File: config.mk
export PLATFORM = sky130hd
export DESIGN_NAME = rf_read_arbiter_flat
export DESIGN_NICKNAME = d
export VERILOG_FILES = /design/src/rtl/rf_read_arbiter_if.sv /design/src/rtl/rf_read_arbiter.sv /design/src/flat_wrapper.sv
export SDC_FILE = /design/constraint.sdc
export NUM_CORES = 1
export LEC_CHECK = 0
export ABC_CLOCK_PERIOD_IN_PS = 4420
export BUFFER_PORTS_ARGS = -buffer_cell sky130_fd_sc_hd__buf_2
export CORE_MARGIN = 2
export CORE_UTILIZATION = 51
export DETAILED_ROUTE_END_ITERATION = 12
export HOLD_SLACK_MARGIN = 0.08
export PLACE_DENSITY = 0.86
export SETUP_SLACK_MARGIN = 0.1
export SLEW_MARGIN = 20
export SYNTH_ARGS = -nofsm -noshare
export SYNTH_HDL_FRONTEND = slang
export SYNTH_SLANG_ARGS = --single-unit
File: constraint.sdc
create_clock -name clk -period 4.42 [get_ports clk]
set_input_delay 0.884 -clock clk [delete_from_list [all_inputs] [get_ports clk]]
set_output_delay 0.884 -clock clk [all_outputs]
set_load 0.05 [all_outputs]
File: src/rtl/rf_read_arbiter_if.sv
// Bundle of signals between the register-file read arbiter and its users:
// requester handshake, read-mux select/data, write-forwarding and responses.
interface rf_read_arbiter_if #(
  parameter int NREQ = 3,
  parameter int DW   = 16,
  parameter int AW   = 4
);
  logic [NREQ-1:0]    req_valid;
  logic [NREQ*AW-1:0] req_addr;
  logic [NREQ-1:0]    req_ready;
  logic               port_en;
  logic [AW-1:0]      rf_sel;
  logic [DW-1:0]      rf_rdata;
  logic               wr_en;
  logic [AW-1:0]      wr_addr;
  logic [DW-1:0]      wr_data;
  logic [NREQ-1:0]    rsp_valid;
  logic [DW-1:0]      rsp_data;

  // Requesters, register file and write path as seen from outside the arbiter
  modport master (
    output req_valid, req_addr, port_en, rf_rdata, wr_en, wr_addr, wr_data,
    input  req_ready, rf_sel, rsp_valid, rsp_data
  );

  // The arbiter itself
  modport slave (
    input  req_valid, req_addr, port_en, rf_rdata, wr_en, wr_addr, wr_data,
    output req_ready, rf_sel, rsp_valid, rsp_data
  );
endinterface

File: src/rtl/rf_read_arbiter.sv
// Round-robin arbiter sharing the single register-file read port between
// NREQ requesters. Grants are combinational, responses are registered with
// exactly one cycle of latency, and a same-cycle write is forwarded.
module rf_read_arbiter #(
  parameter int NREQ    = 3,
  parameter int DW      = 16,
  parameter int AW      = 4,
  parameter int ZERO_R0 = 1
) (
  input logic              clk,
  input logic              rst_n,
  rf_read_arbiter_if.slave bus
);
  localparam int PW = $clog2(NREQ);

  logic [AW-1:0]   addr_arr [NREQ];
  logic [PW-1:0]   ptr_reg;
  logic [PW-1:0]   ptr_next;
  logic [NREQ-1:0] grant_vec;
  logic [PW-1:0]   grant_idx;
  logic            grant_any;
  logic [AW-1:0]   grant_addr;
  logic [DW-1:0]   read_val;
  logic [NREQ-1:0] rsp_valid_reg;
  logic [DW-1:0]   rsp_data_reg;

  // Unpack the flat address bus into one address per requester
  generate
    for (genvar gi = 0; gi < NREQ; gi++) begin : g_addr
      assign addr_arr[gi] = bus.req_addr[gi*AW +: AW];
    end
  endgenerate

  // Search upward from the pointer (wrapping) for the first valid requester;
  // nothing is granted while the port is stolen or reset is asserted
  always_comb begin
    int idx;
    idx        = 0;
    grant_vec  = '0;
    grant_idx  = '0;
    grant_any  = 1'b0;
    grant_addr = '0;
    if (rst_n && bus.port_en) begin
      for (int k = 0; k < NREQ; k++) begin
        idx = int'(ptr_reg) + k;
        if (idx >= NREQ) idx = idx - NREQ;
        if (!grant_any && bus.req_valid[idx]) begin
          grant_any      = 1'b1;
          grant_idx      = PW'(idx);
          grant_vec[idx] = 1'b1;
          grant_addr     = addr_arr[idx];
        end
      end
    end
  end

  // Register 0 reads as zero, then a same-cycle write wins over the mux output
  always_comb begin
    if ((ZERO_R0 != 0) && (grant_addr == '0))
      read_val = '0;
    else if (bus.wr_en && (bus.wr_addr == grant_addr))
      read_val = bus.wr_data;
    else
      read_val = bus.rf_rdata;
  end

  // Pointer moves just past the granted requester, holds when idle
  always_comb begin
    ptr_next = ptr_reg;
    if (grant_any)
      ptr_next = (grant_idx == PW'(NREQ - 1)) ? '0 : grant_idx + 1'b1;
  end

  // Pointer and response registers; reset drops any in-flight response
  always_ff @(posedge clk or negedge rst_n) begin
    if (!rst_n) begin
      ptr_reg       <= '0;
      rsp_valid_reg <= '0;
      rsp_data_reg  <= '0;
    end else begin
      ptr_reg       <= ptr_next;
      rsp_valid_reg <= grant_vec;
      if (grant_any)
        rsp_data_reg <= read_val;
    end
  end

  assign bus.req_ready = grant_vec;
  assign bus.rf_sel    = grant_addr;
  assign bus.rsp_valid = rsp_valid_reg;
  assign bus.rsp_data  = rsp_data_reg;
endmodule

File: src/flat_wrapper.sv
// flat-port wrapper written by rule: the top's interface ports become plain ports
module rf_read_arbiter_flat 
#(
  parameter int NREQ    = 3,
  parameter int DW      = 16,
  parameter int AW      = 4,
  parameter int ZERO_R0 = 1
)
  (clk, rst_n, bus_req_valid, bus_req_addr, bus_port_en, bus_rf_rdata, bus_wr_en, bus_wr_addr, bus_wr_data, bus_req_ready, bus_rf_sel, bus_rsp_valid, bus_rsp_data);
  rf_read_arbiter_if #(.NREQ(NREQ), .DW(DW), .AW(AW)) bus_i ();
  input logic clk;
  input logic rst_n;
  input wire logic [$bits(bus_i.req_valid)-1:0] bus_req_valid;
  input wire logic [$bits(bus_i.req_addr)-1:0] bus_req_addr;
  input wire logic [$bits(bus_i.port_en)-1:0] bus_port_en;
  input wire logic [$bits(bus_i.rf_rdata)-1:0] bus_rf_rdata;
  input wire logic [$bits(bus_i.wr_en)-1:0] bus_wr_en;
  input wire logic [$bits(bus_i.wr_addr)-1:0] bus_wr_addr;
  input wire logic [$bits(bus_i.wr_data)-1:0] bus_wr_data;
  output wire logic [$bits(bus_i.req_ready)-1:0] bus_req_ready;
  output wire logic [$bits(bus_i.rf_sel)-1:0] bus_rf_sel;
  output wire logic [$bits(bus_i.rsp_valid)-1:0] bus_rsp_valid;
  output wire logic [$bits(bus_i.rsp_data)-1:0] bus_rsp_data;
  assign bus_i.req_valid = bus_req_valid;
  assign bus_i.req_addr = bus_req_addr;
  assign bus_i.port_en = bus_port_en;
  assign bus_i.rf_rdata = bus_rf_rdata;
  assign bus_i.wr_en = bus_wr_en;
  assign bus_i.wr_addr = bus_wr_addr;
  assign bus_i.wr_data = bus_wr_data;
  assign bus_req_ready = bus_i.req_ready;
  assign bus_rf_sel = bus_i.rf_sel;
  assign bus_rsp_valid = bus_i.rsp_valid;
  assign bus_rsp_data = bus_i.rsp_data;
  rf_read_arbiter #(.NREQ(NREQ), .DW(DW), .AW(AW), .ZERO_R0(ZERO_R0)) u_core (.clk(clk), .rst_n(rst_n), .bus(bus_i));
endmodule
==> flow_metrics.tcl <==
set metrics [dict create \
    max_stage_delay_ns 0.59 \
    post_cts_buffers 0 \
    row_count 21 \
    worst_slack_ns 0.5384 \
    cts_resized 0 \
    setup_tns_ns 0 \
    crit_required_ns 3.54 \
    peakVddDrop_uv 384.6 \
    fill_cells 296 \
    grt_usage_pct 23.36 \
    seq_area_um2 525.5 \
    initial_core_util_pct 53.42 \
    power_frac_seq_pct 19.0 \
    antenna_found_initial 0 \
    clkTransAtPathRegs_ns 0.11 \
    comb_power_share_pct 75.8 \
    rsz0062_at_grt "false" \
    reg2reg_from "u_core.ptr_reg[0]" \
    ys_dominant_reg_cell "dfrtp_1" \
    grt_max_degree 24 \
    placed_cells 312 \
    final_cells 316 \
    tightest_slew_ns 0.6657 \
    grt_pass1_wl_mm 7.548 \
    ant_nets 0 \
    dieArea_um2 4014 \
    wire_per_inst_um 14.11 \
    slowest_stage "ha_1" \
    insertion_delay_ns 0.30 \
    worstPathCellList "inv_1, ha_1, mux2i_1, a2bb2oi_1, nor2_2, a32oi_1, a21oi_1, buf_2" \
    yosysWarnings 0 \
    hold_viol 0 \
    fin_worst_skew_ns 0.002747 \
    ctsHoldBuffers 0 \
    synth.avg_cell_area_um2 9.261 \
    die_h_um 63.36 \
    crit_path_start "u_core.ptr_reg[0]" \
    dp_hpwl_mm 3.523 \
    status "complete, no violations" \
    switchingPower_mw 1.007 \
    core-area_um2 3363 \
    vias 1798 \
    ctsLongestPathBuffers 2 \
    drt_wl_total_mm 4.459 \
    internal-power_mw 0.7235 \
    synth-seq-cells 21 \
    nets 330 \
    r2r_slack_ns 0.90 \
    wl_met1_mm 1.844 \
    fmax_mhz 257.6 \
    cp.arrival_ns 3.00 \
    r2r-end "u_core.bus.rsp_data[9]" \
    ys_seq_area_share_pct 29.25 \
    p_leak_nw 1.149 \
    min_path_type "reg2reg" \
    place_ws_ns 0.9153 \
    synth_cells 194 \
    pin_count 81 \
    synth_edf_count 0 \
    first_pass_iters 4 \
    yosysUniqueCellTypes 54 \
    clock-root-buffer "clkbuf_4" \
    antenna_cells 0 \
    met2WireLength_mm 2.197 \
    cp-endpoint "bus_req_ready[2]" \
    synth_nets 253 \
    routed.top_layer "met4" \
    dr_wl_met3_um 301 \
    cts_buffers 3 \
    htreeDepth 1 \
    drive_gt1_share_pct 37.78 \
    relSlewSlack_pct 55.62 \
    place.gp.congestion 0.9263 \
    cp-end-kind "output pin" \
    largest_reg_flops 16 \
    grt-ovfl-total 0 \
    drv_slew 0 \
    grt_pass1_vias 1643 \
    path_class "reg2out" \
    clkPwrFrac_pct 5.2 \
    period_share_pct 87.82 \
    switching_share_pct 58.19 \
    r2r_cells 10 \
    drc 0 \
    syn_to_final_growth_pct 23.96 \
    cap_violations 0 \
    powerDensity_nw_per_um2 777.1 \
    ys_async_sr_fraction_pct 100.0 \
    crit_fanout 17 \
    syn_area_um2 1797 \
    period_needed_ns 3.882 \
    multiInputGateArea_um2 1171 \
    port_buffers 80 \
    numClockSinks 21 \
    start_kind "flop" \
    die_w_um 63.36 \
    vias_per_cell 5.690 \
    cts_tree "built" \
    drtIter0Drc 65 \
    setup_viol 0 \
]
-- critical path: cells and delay by family (launching register included) --
family | cells | cell delay [ns]
muxes | 1 | 0.31
DFF | 1 | 0.43
adders and majority gates | 1 | 0.59
buffers and inverters | 2 | 0.34
AOI/OAI and AO/OA | 3 | 0.88
and+or+nand+nor | 1 | 0.15
-- worst min-delay path by stage --
stage	startpoint	end	depth (start not counted)
2_1_floorplan	u_core.ptr_reg[1]	u_core.ptr_reg[1]	2
3_3_place_gp	u_core.bus.rsp_data[2]	u_core.bus.rsp_data[2]	2
3_5_place_dp	u_core.bus.rsp_data[8]	u_core.bus.rsp_data[8]	2
4_1_cts	u_core.bus.rsp_data[8]	u_core.bus.rsp_data[8]	2
5_1_grt	u_core.bus.rsp_data[13]	u_core.bus.rsp_data[13]	2
6_report	u_core.bus.rsp_data[0]	u_core.bus.rsp_data[0]	2
-- power groups by stage --
stage          Clock [mW]  Combinational (mW)  Sequential, mW
3_5_place_dp            0                1.30           0.333
6_report           0.0908                1.31           0.328
5_1_grt            0.0990                1.41           0.339
3_3_place_gp            0                1.29           0.327
4_1_cts            0.0938                1.31           0.328
2_1_floorplan           0               0.762           0.620
-- layout by cell type (no fill, tap or decap), types with 4 or more instances in the layout --
master	instances
o21ai_1	18
nor2_1	7
a2bb2oi_1	4
dfrtp_1	21
inv_1	6
mux2i_1	28
nand2_1	28
ha_1	4
a21oi_1	10
o2bb2ai_1	5
buf_2	80
-- layer usage --
| metal | up-vias | global-route usage [%] |
|---|---|---|
| met2 | 81 | 37.76 |
| met4 | 0 | 9.783 |
| met1 | 827 | 31.58 |
| li1 | 880 | - |
| met5 | - | 0 |
| met3 | 10 | 2.857 |
-- metrics by stage --
stage / instance area (µm²) / total power, mW / utilization, % / hold WS, ns
floorplan: 1797 / 1.382 / - / 0.5001
global placement: 2200 / 1.617 / 65.40 / 0.4634
detailed placement: 2200 / 1.635 / 65.40 / 0.4711
CTS: 2227 / 1.728 / 66.22 / 0.4969
global route: 2227 / 1.847 / 66.22 / 0.5126
finish: 2227 / 1.731 / 66.22 / 0.4959
-- layout make-up --
type	instances	area share (%)
clock buffer	3	1.011
clock inverter	1	0.2247
inverter	6	1.011
multi-input combinational	156	52.58
sequential	21	23.60
tap	46	2.584
timing repair buffer	83	18.99
-- logic make-up (layout without fill, tap and decap cells) --
group	after synthesis	in the layout	share of synthesized area, %
fa+ha+maj	4	4	2.786
compound gates	67	67	28.90
buf+inv	17	93	5.570
mux	30	30	17.62
flops	21	21	29.25
simple gates	55	55	15.88
-- Yosys cell counts, types with 3 or more instances --
master,instances,area share (%)
nor2_1,7,1.5
inv_1,6,1.3
buf_6,3,1.9
a211oi_1,3,1.3
nand3_1,3,0.84
dfrtp_1,21,29
buf_2,4,1.1
a21oi_1,10,2.8
mux2i_1,28,16
a2bb2oi_1,4,1.9
o2bb2ai_1,5,2.4
nor2b_1,3,1.0
ha_1,4,2.8
o21ai_0,3,0.84
o21ai_1,18,5.0
nand2_1,28,5.8
Power figures use the tool's default switching activity.
